$ cat src/rtl/frame_playback_streamer_pkg.sv
// Shared types and default sizes for the frame playback streamer.
package frame_playback_streamer_pkg;

    localparam int DEF_DATA_WIDTH = 16;
    localparam int DEF_ADDR_WIDTH = 10;
    localparam int DEF_FIFO_DEPTH = 4;

    typedef logic signed [DEF_DATA_WIDTH-1:0] sample_t;

    typedef enum logic [1:0] {
        ST_IDLE  = 2'd0,
        ST_FETCH = 2'd1,
        ST_DRAIN = 2'd2
    } state_e;

endpackage

$ cat src/rtl/frame_playback_streamer_if.sv
// Valid/ready sample stream towards the I2S/DAC transmitter.
interface frame_playback_streamer_if
    import frame_playback_streamer_pkg::*;
#(
    parameter int DATA_WIDTH = DEF_DATA_WIDTH
);
    logic                  valid;
    logic                  ready;
    logic [DATA_WIDTH-1:0] data;
    logic                  last;

    modport master (output valid, output data, output last, input ready);
    modport slave  (input valid, input data, input last, output ready);
endinterface

$ cat src/rtl/frame_playback_streamer_fifo.sv
// Synchronous prefetch FIFO; the head comes straight from registered storage, so a
// push becomes visible at the output on the following cycle.
module frame_playback_streamer_fifo
    import frame_playback_streamer_pkg::*;
#(
    parameter int WIDTH = DEF_DATA_WIDTH + 1,
    parameter int DEPTH = DEF_FIFO_DEPTH
) (
    input  logic                   i_clk,
    input  logic                   i_rst,
    input  logic                   i_push,
    input  logic [WIDTH-1:0]       i_push_data,
    input  logic                   i_pop,
    output logic [WIDTH-1:0]       o_head,
    output logic                   o_full,
    output logic                   o_empty,
    output logic [$clog2(DEPTH):0] o_count
);
    localparam int AW = $clog2(DEPTH);
    localparam logic [AW:0] LP_FULL = (AW+1)'(DEPTH);

    logic [WIDTH-1:0] r_mem [DEPTH];
    logic [AW-1:0]    r_wr_ptr;
    logic [AW-1:0]    r_rd_ptr;
    logic [AW:0]      r_count;
    logic             w_push_ok;
    logic             w_pop_ok;

    assign o_full    = (r_count == LP_FULL);
    assign o_empty   = (r_count == '0);
    assign o_count   = r_count;
    assign o_head    = r_mem[r_rd_ptr];
    assign w_push_ok = i_push && !o_full;
    assign w_pop_ok  = i_pop && !o_empty;

    always_ff @(posedge i_clk) begin
        if (w_push_ok) begin
            r_mem[r_wr_ptr] <= i_push_data;
        end
    end

    always_ff @(posedge i_clk) begin
        if (i_rst) begin
            r_wr_ptr <= '0;
            r_rd_ptr <= '0;
            r_count  <= '0;
        end else begin
            if (w_push_ok) r_wr_ptr <= r_wr_ptr + 1'b1;
            if (w_pop_ok)  r_rd_ptr <= r_rd_ptr + 1'b1;
            if (w_push_ok && !w_pop_ok)      r_count <= r_count + 1'b1;
            else if (!w_push_ok && w_pop_ok) r_count <= r_count - 1'b1;
        end
    end

endmodule

$ cat src/rtl/frame_playback_streamer.sv
// Reads a finished frame from the filter RAM and streams it out through a prefetch FIFO.
//  state | meaning
//  IDLE  | waiting for frame_done
//  FETCH | issuing RAM reads 0..len while FIFO credit allows
//  DRAIN | all reads issued, waiting for the m_last handshake
module frame_playback_streamer
    import frame_playback_streamer_pkg::*;
#(
    parameter int DATA_WIDTH = DEF_DATA_WIDTH,
    parameter int ADDR_WIDTH = DEF_ADDR_WIDTH,
    parameter int FIFO_DEPTH = DEF_FIFO_DEPTH
) (
    input  logic                      i_clk,
    input  logic                      i_rst,
    input  logic                      i_frame_done,
    input  logic [ADDR_WIDTH-1:0]     i_frame_len_max,
    output logic [ADDR_WIDTH-1:0]     o_rd_addr,
    input  logic [DATA_WIDTH-1:0]     i_rd_data,
    frame_playback_streamer_if.master m,
    output logic                      o_busy,
    output logic                      o_overrun
);
    localparam int CW = $clog2(FIFO_DEPTH) + 1;
    localparam logic [CW:0] LP_DEPTH = (CW+1)'(FIFO_DEPTH);

    state_e                r_state;
    state_e                w_state_nxt;
    logic [ADDR_WIDTH-1:0] r_len;
    logic [ADDR_WIDTH-1:0] r_addr;
    logic                  r_inflight;
    logic                  r_inflight_last;
    logic                  w_issue;
    logic                  w_start;
    logic                  w_last_issue;
    logic                  w_pop;
    logic [CW:0]           w_pending;
    logic [DATA_WIDTH:0]   w_head;
    logic                  w_fifo_full;
    logic                  w_fifo_empty;
    logic [CW-1:0]         w_fifo_count;

    // Credit counts the read still in flight, so the FIFO can never be overfilled.
    assign w_pending    = {1'b0, w_fifo_count} + {{CW{1'b0}}, r_inflight};
    assign w_last_issue = (r_addr == r_len);
    assign w_pop        = m.valid && m.ready;
    assign o_rd_addr    = r_addr;

    assign m.valid = !w_fifo_empty;
    assign m.data  = w_fifo_empty ? '0 : w_head[DATA_WIDTH-1:0];
    assign m.last  = !w_fifo_empty && w_head[DATA_WIDTH];

    always_ff @(posedge i_clk) begin
        if (i_rst) r_state <= ST_IDLE;
        else       r_state <= w_state_nxt;
    end

    always_comb begin
        w_state_nxt = r_state;
        case (r_state)
            ST_IDLE:  if (i_frame_done) w_state_nxt = ST_FETCH;
            ST_FETCH: if (w_issue && w_last_issue) w_state_nxt = ST_DRAIN;
            // The tagged last word is the final entry, so its handshake empties the pipe.
            ST_DRAIN: if (w_pop && m.last) w_state_nxt = ST_IDLE;
            default:  w_state_nxt = ST_IDLE;
        endcase
    end

    always_comb begin
        w_issue   = 1'b0;
        w_start   = 1'b0;
        o_busy    = (r_state != ST_IDLE);
        o_overrun = i_frame_done && (r_state != ST_IDLE);
        if (r_state == ST_FETCH) w_issue = (w_pending < LP_DEPTH) && !w_fifo_full;
        if (r_state == ST_IDLE)  w_start = i_frame_done;
    end

    always_ff @(posedge i_clk) begin
        if (i_rst) begin
            r_len           <= '0;
            r_addr          <= '0;
            r_inflight      <= 1'b0;
            r_inflight_last <= 1'b0;
        end else begin
            r_inflight      <= w_issue;
            r_inflight_last <= w_issue && w_last_issue;
            if (w_start) begin
                r_len  <= i_frame_len_max;
                r_addr <= '0;
            end else if (w_issue && !w_last_issue) begin
                r_addr <= r_addr + 1'b1;
            end
        end
    end

    frame_playback_streamer_fifo #(
        .WIDTH (DATA_WIDTH + 1),
        .DEPTH (FIFO_DEPTH)
    ) u_fifo (
        .i_clk       (i_clk),
        .i_rst       (i_rst),
        .i_push      (r_inflight),
        .i_push_data ({r_inflight_last, i_rd_data}),
        .i_pop       (w_pop),
        .o_head      (w_head),
        .o_full      (w_fifo_full),
        .o_empty     (w_fifo_empty),
        .o_count     (w_fifo_count)
    );

endmodule

$ cat src/flat_wrapper.sv
// flat-port wrapper written by rule: the top's interface ports become plain ports
module frame_playback_streamer_flat import frame_playback_streamer_pkg::*;
#(
    parameter int DATA_WIDTH = DEF_DATA_WIDTH,
    parameter int ADDR_WIDTH = DEF_ADDR_WIDTH,
    parameter int FIFO_DEPTH = DEF_FIFO_DEPTH
)
  (i_clk, i_rst, i_frame_done, i_frame_len_max, o_rd_addr, i_rd_data, o_busy, o_overrun, m_valid, m_data, m_last, m_ready);
  frame_playback_streamer_if #(.DATA_WIDTH(DATA_WIDTH)) m_i ();
  input  logic i_clk;
  input  logic i_rst;
  input  logic i_frame_done;
  input  logic [ADDR_WIDTH-1:0] i_frame_len_max;
  output logic [ADDR_WIDTH-1:0] o_rd_addr;
  input  logic [DATA_WIDTH-1:0] i_rd_data;
  output logic o_busy;
  output logic o_overrun;
  output wire logic [$bits(m_i.valid)-1:0] m_valid;
  output wire logic [$bits(m_i.data)-1:0] m_data;
  output wire logic [$bits(m_i.last)-1:0] m_last;
  input wire logic [$bits(m_i.ready)-1:0] m_ready;
  assign m_valid = m_i.valid;
  assign m_data = m_i.data;
  assign m_last = m_i.last;
  assign m_i.ready = m_ready;
  frame_playback_streamer #(.DATA_WIDTH(DATA_WIDTH), .ADDR_WIDTH(ADDR_WIDTH), .FIFO_DEPTH(FIFO_DEPTH)) u_core (.i_clk(i_clk), .i_rst(i_rst), .i_frame_done(i_frame_done), .i_frame_len_max(i_frame_len_max), .o_rd_addr(o_rd_addr), .i_rd_data(i_rd_data), .m(m_i), .o_busy(o_busy), .o_overrun(o_overrun));
endmodule
$ cat config.mk
export PLATFORM = sky130hd
export DESIGN_NAME = frame_playback_streamer_flat
export DESIGN_NICKNAME = d
export VERILOG_FILES = /design/src/rtl/frame_playback_streamer_pkg.sv /design/src/rtl/frame_playback_streamer_if.sv /design/src/rtl/frame_playback_streamer_fifo.sv /design/src/rtl/frame_playback_streamer.sv /design/src/flat_wrapper.sv
export SDC_FILE = /design/constraint.sdc
export NUM_CORES = 1
export LEC_CHECK = 0
export CORE_AREA = 2 2 86 130
export DETAILED_ROUTE_END_ITERATION = 10
export DIE_AREA = 0 0 88 132
export PLACE_DENSITY_LB_ADDON = 0.2
export SLEW_MARGIN = 20
export SYNTH_ARGS = -nofsm -noshare
export SYNTH_HDL_FRONTEND = slang
export SYNTH_SLANG_ARGS = --single-unit
$ cat constraint.sdc
create_clock -name i_clk -period 7 [get_ports i_clk]
set_clock_uncertainty 0.15 [all_clocks]
set_input_delay 1.4 -clock i_clk [delete_from_list [all_inputs] [get_ports i_clk]]
set_output_delay 1.4 -clock i_clk [all_outputs]
set_load 0.1 [all_outputs]
==> flow_summary.ini <==
[clocking]
cts_hold_buf = 0
cts_buffer_depth = 2
cts_setup_buffers = 0
cts_tree = yes
htree_levels = 3
numCtsBuffers = 9
clkLatencyLatePin_ps = 330
cts-root-buf = clkbuf_16
clk_pin_slew_ps = 70
cts_num_sinks = 101
cts.repair.resized = 0

[grt]
grt_overflow = 0
grt.met3_usage_pct = 3.13
grt_pass1_vias = 2377
antenna_found_initial = 0
busiest_layer = met2
grt_max_degree = 24
grt_use_met1_pct = 16.1
grt_pass1_wl_um = 12300
grt_use_total_pct = 14.2
met2_usage_pct = 25.1

[synth]
syn_avg_cell_area_um2 = 14.9
synthArstFlopShare_pct = 0
synth_top_area_share_pct = 49.7
synth_flop_cell = edfxtp_1
synth_cell_types = 34
synth.top_cells.by_area = edfxtp_1 50%, dfxtp_1 16%, mux4_2 9.3%, and2_1 3.5%, mux2i_1 2.9%
synth_warnings = 0
ys_seq_elements = 101
yosys.area.top_type = edfxtp_1
synthCells = 276
syn_nets = 313
synth_area_um2 = 4110
ys_seq_area_share_pct = 65.8
synth_edf_count = 68

[timing]
period_minus_slack_ps = 4690
fmax_mhz = 213
tightest_slew_ps = 986
period_share_pct = 67.0
rsz0062_at_grt = no
setup_violations = 0
holdWs_ps = 332
finalSetupTns_ps = 0
slew_viol_final = 0
hold_viol_final = 0
slew_headroom_pct = 34.1

[setup_path]
cp_num_buf_inv = 2
cpPeakStageDelay_ps = 1120
startpoint = i_frame_done
cp_slowest_cell = clkdlybuf4s50_1
worstPathRequired_ps = 5450
cp-end-kind = primary output
rrSetupSlack_ps = 4250
worstSetupStartpointType = input port
critPathKind = input port to primary output
r2r-start = u_core.u_fifo.o_count[0]$_SDFFE_PP0P_
crit_path_frequent_cell = clkdlybuf4s50_1
cp_max_fo = 3
crit_path_cell_trace = clkdlybuf4s50_1, and2_1, clkdlybuf4s50_1
timing.critical_path.arrival_ps = 3140
cp_top_family = buffers and inverters

[floorplan]
die_w_um = 88
die_area_um2 = 11600
io_pins = 60
core_area_um2 = 10400
num_rows = 46
fp.dieH_um = 132
initial_utilization_pct = 39.4

[route]
vias = 2422
post_drt_wl_per_cell_um = 15.9
dr.first_iter.drc_count = 91
drc = 0
vias_per_cell = 4.98
detail-route-antenna-nets = 0
drt_wl_total_um = 7730
dr.pass1.iters = 4

[worst_hold_path]
hold_class = register to register
hp-start = u_core.r_inflight_last$_SDFF_PP0_

[pwr]
p_sw_uw = 971
swShare_pct = 44.8
pwr-share-clk_pct = 21.5
p_seq_share_pct = 33.1
powerDensity_nw_per_um2 = 423
p_comb_share_pct = 45.4
internal-power_mw = 1.20
ir_drop_uv = 148
power.leakage_nw = 1.69

[finish]
drive_gt1_share_pct = 12.3
final_net_count = 374
syn2layout_area_growth_pct = 24.7
antenna_cells = 0

[placement]
portBuffers = 59
place.gp.congestion = 0.746
place.detailed.hpwl_um = 5100

[flow_run]
max_cap_viol_count = 0

[status]
status = finished, final reports clean
-- routing by layer --
| metal | vias to the layer above | share of wire (%) |
|---|---|---|
| met1 | 1200 | 40 |
| met5 | - | 0 |
| met2 | 63 | 55 |
| met3 | 8 | 3.8 |
| li1 | 1151 | - |
| met4 | 0 | 1.7 |
-- registers in the layout, summed over array words and instances, names as in the netlist, named ones only --
signal / cells
u_core.u_fifo.r_wr_ptr: 2
u_core.o_rd_addr: 10
u_core.u_fifo.r_rd_ptr: 2
u_core.u_fifo.o_count: 3
u_core.r_inflight: 1
u_core.r_len: 10
u_core.r_inflight_last: 1
u_core.r_state: 2
u_core.u_fifo.r_mem: 68
-- cell usage in the layout (no fill, tap or decap), drive strengths merged, types with 4 or more instances in the layout --
| master | synthesis | routed |
|---|---|---|
| xnor2 | 9 | 9 |
| a21oi | 9 | 9 |
| clkdlybuf4s50 | 0 | 59 |
| mux4 | 17 | 17 |
| o21ai | 7 | 7 |
| nand4 | 4 | 4 |
| nand2 | 7 | 7 |
| clkbuf | 6 | 9 |
| nand3 | 7 | 7 |
| inv | 4 | 7 |
| or3 | 11 | 11 |
| dfxtp | 33 | 33 |
| and2 | 23 | 23 |
| xor2 | 6 | 6 |
| ha | 6 | 6 |
| mux2i | 12 | 12 |
| edfxtp | 68 | 68 |
| nor2 | 24 | 24 |
-- cell usage after synthesis, drive strengths merged (7+ instances only) --
master,instances
nand3,7
xnor2,9
dfxtp,33
mux4,17
edfxtp,68
o21ai,7
and2,23
mux2i,12
nor2,24
a21oi,9
or3,11
nand2,7
-- layout make-up --
| cell class | count | area, um^2 |
|---|---|---|
| clock buffer | 9 | 225 |
| fill | 915 | 5290 |
| sequential | 101 | 2700 |
| tap | 144 | 180 |
| timing repair buffer | 62 | 613 |
| inverter | 4 | 15.0 |
| multi-input combinational | 159 | 1330 |
| clock inverter | 7 | 57.6 |
-- cell families after synthesis --
family | synth area share (%)
AOI/OAI and AO/OA | 3.47
adders and majority gates | 2.31
DFF | 65.8
muxes | 12.2
buffers and inverters | 1.83
xor gates and xnor gates | 3.20
and+or+nand+nor | 11.2
-- worst reg2reg max path, delay by kind of cell, from the launching register on --
family | cells | cell delay [ps]
simple gates | 3 | 1220
fa+ha+maj | 2 | 570
flops | 1 | 360
xor+xnor | 1 | 160
compound gates | 1 | 130
buf+inv | 1 | 60
-- through the flow --
stage	std cells	cell area, um^2	total power [mW]	worst slack (ps)	utilization (%)
floorplan	276	4110	1.51	3050	-
global placement	470	4840	1.72	2310	46.5
detailed placement	470	4840	1.73	2320	46.5
CTS	486	5120	2.20	2300	49.2
global route	486	5120	2.26	2270	49.2
finish	486	5120	2.17	2310	49.2
-- worst paths after layout --
path	cells past startpoint	endpoint
worst min register to register	0	u_core.u_fifo.r_mem[3][16]$_DFFE_PP_
worst max-delay path	3	o_overrun
worst min-delay path	0	u_core.u_fifo.r_mem[3][16]$_DFFE_PP_
worst max register to register	8	u_core.u_fifo.o_count[2]$_SDFFE_PP0P_
-- power by group through the flow --
stage | registers, mW | logic [mW] | clock network, mW
global placement | 0.731 | 0.994 | 0
CTS | 0.719 | 0.998 | 0.482
finish | 0.717 | 0.985 | 0.466
detailed placement | 0.733 | 0.997 | 0
global route | 0.725 | 1.03 | 0.506
floorplan | 0.719 | 0.790 | 0
(Power assumes the default switching activity.)
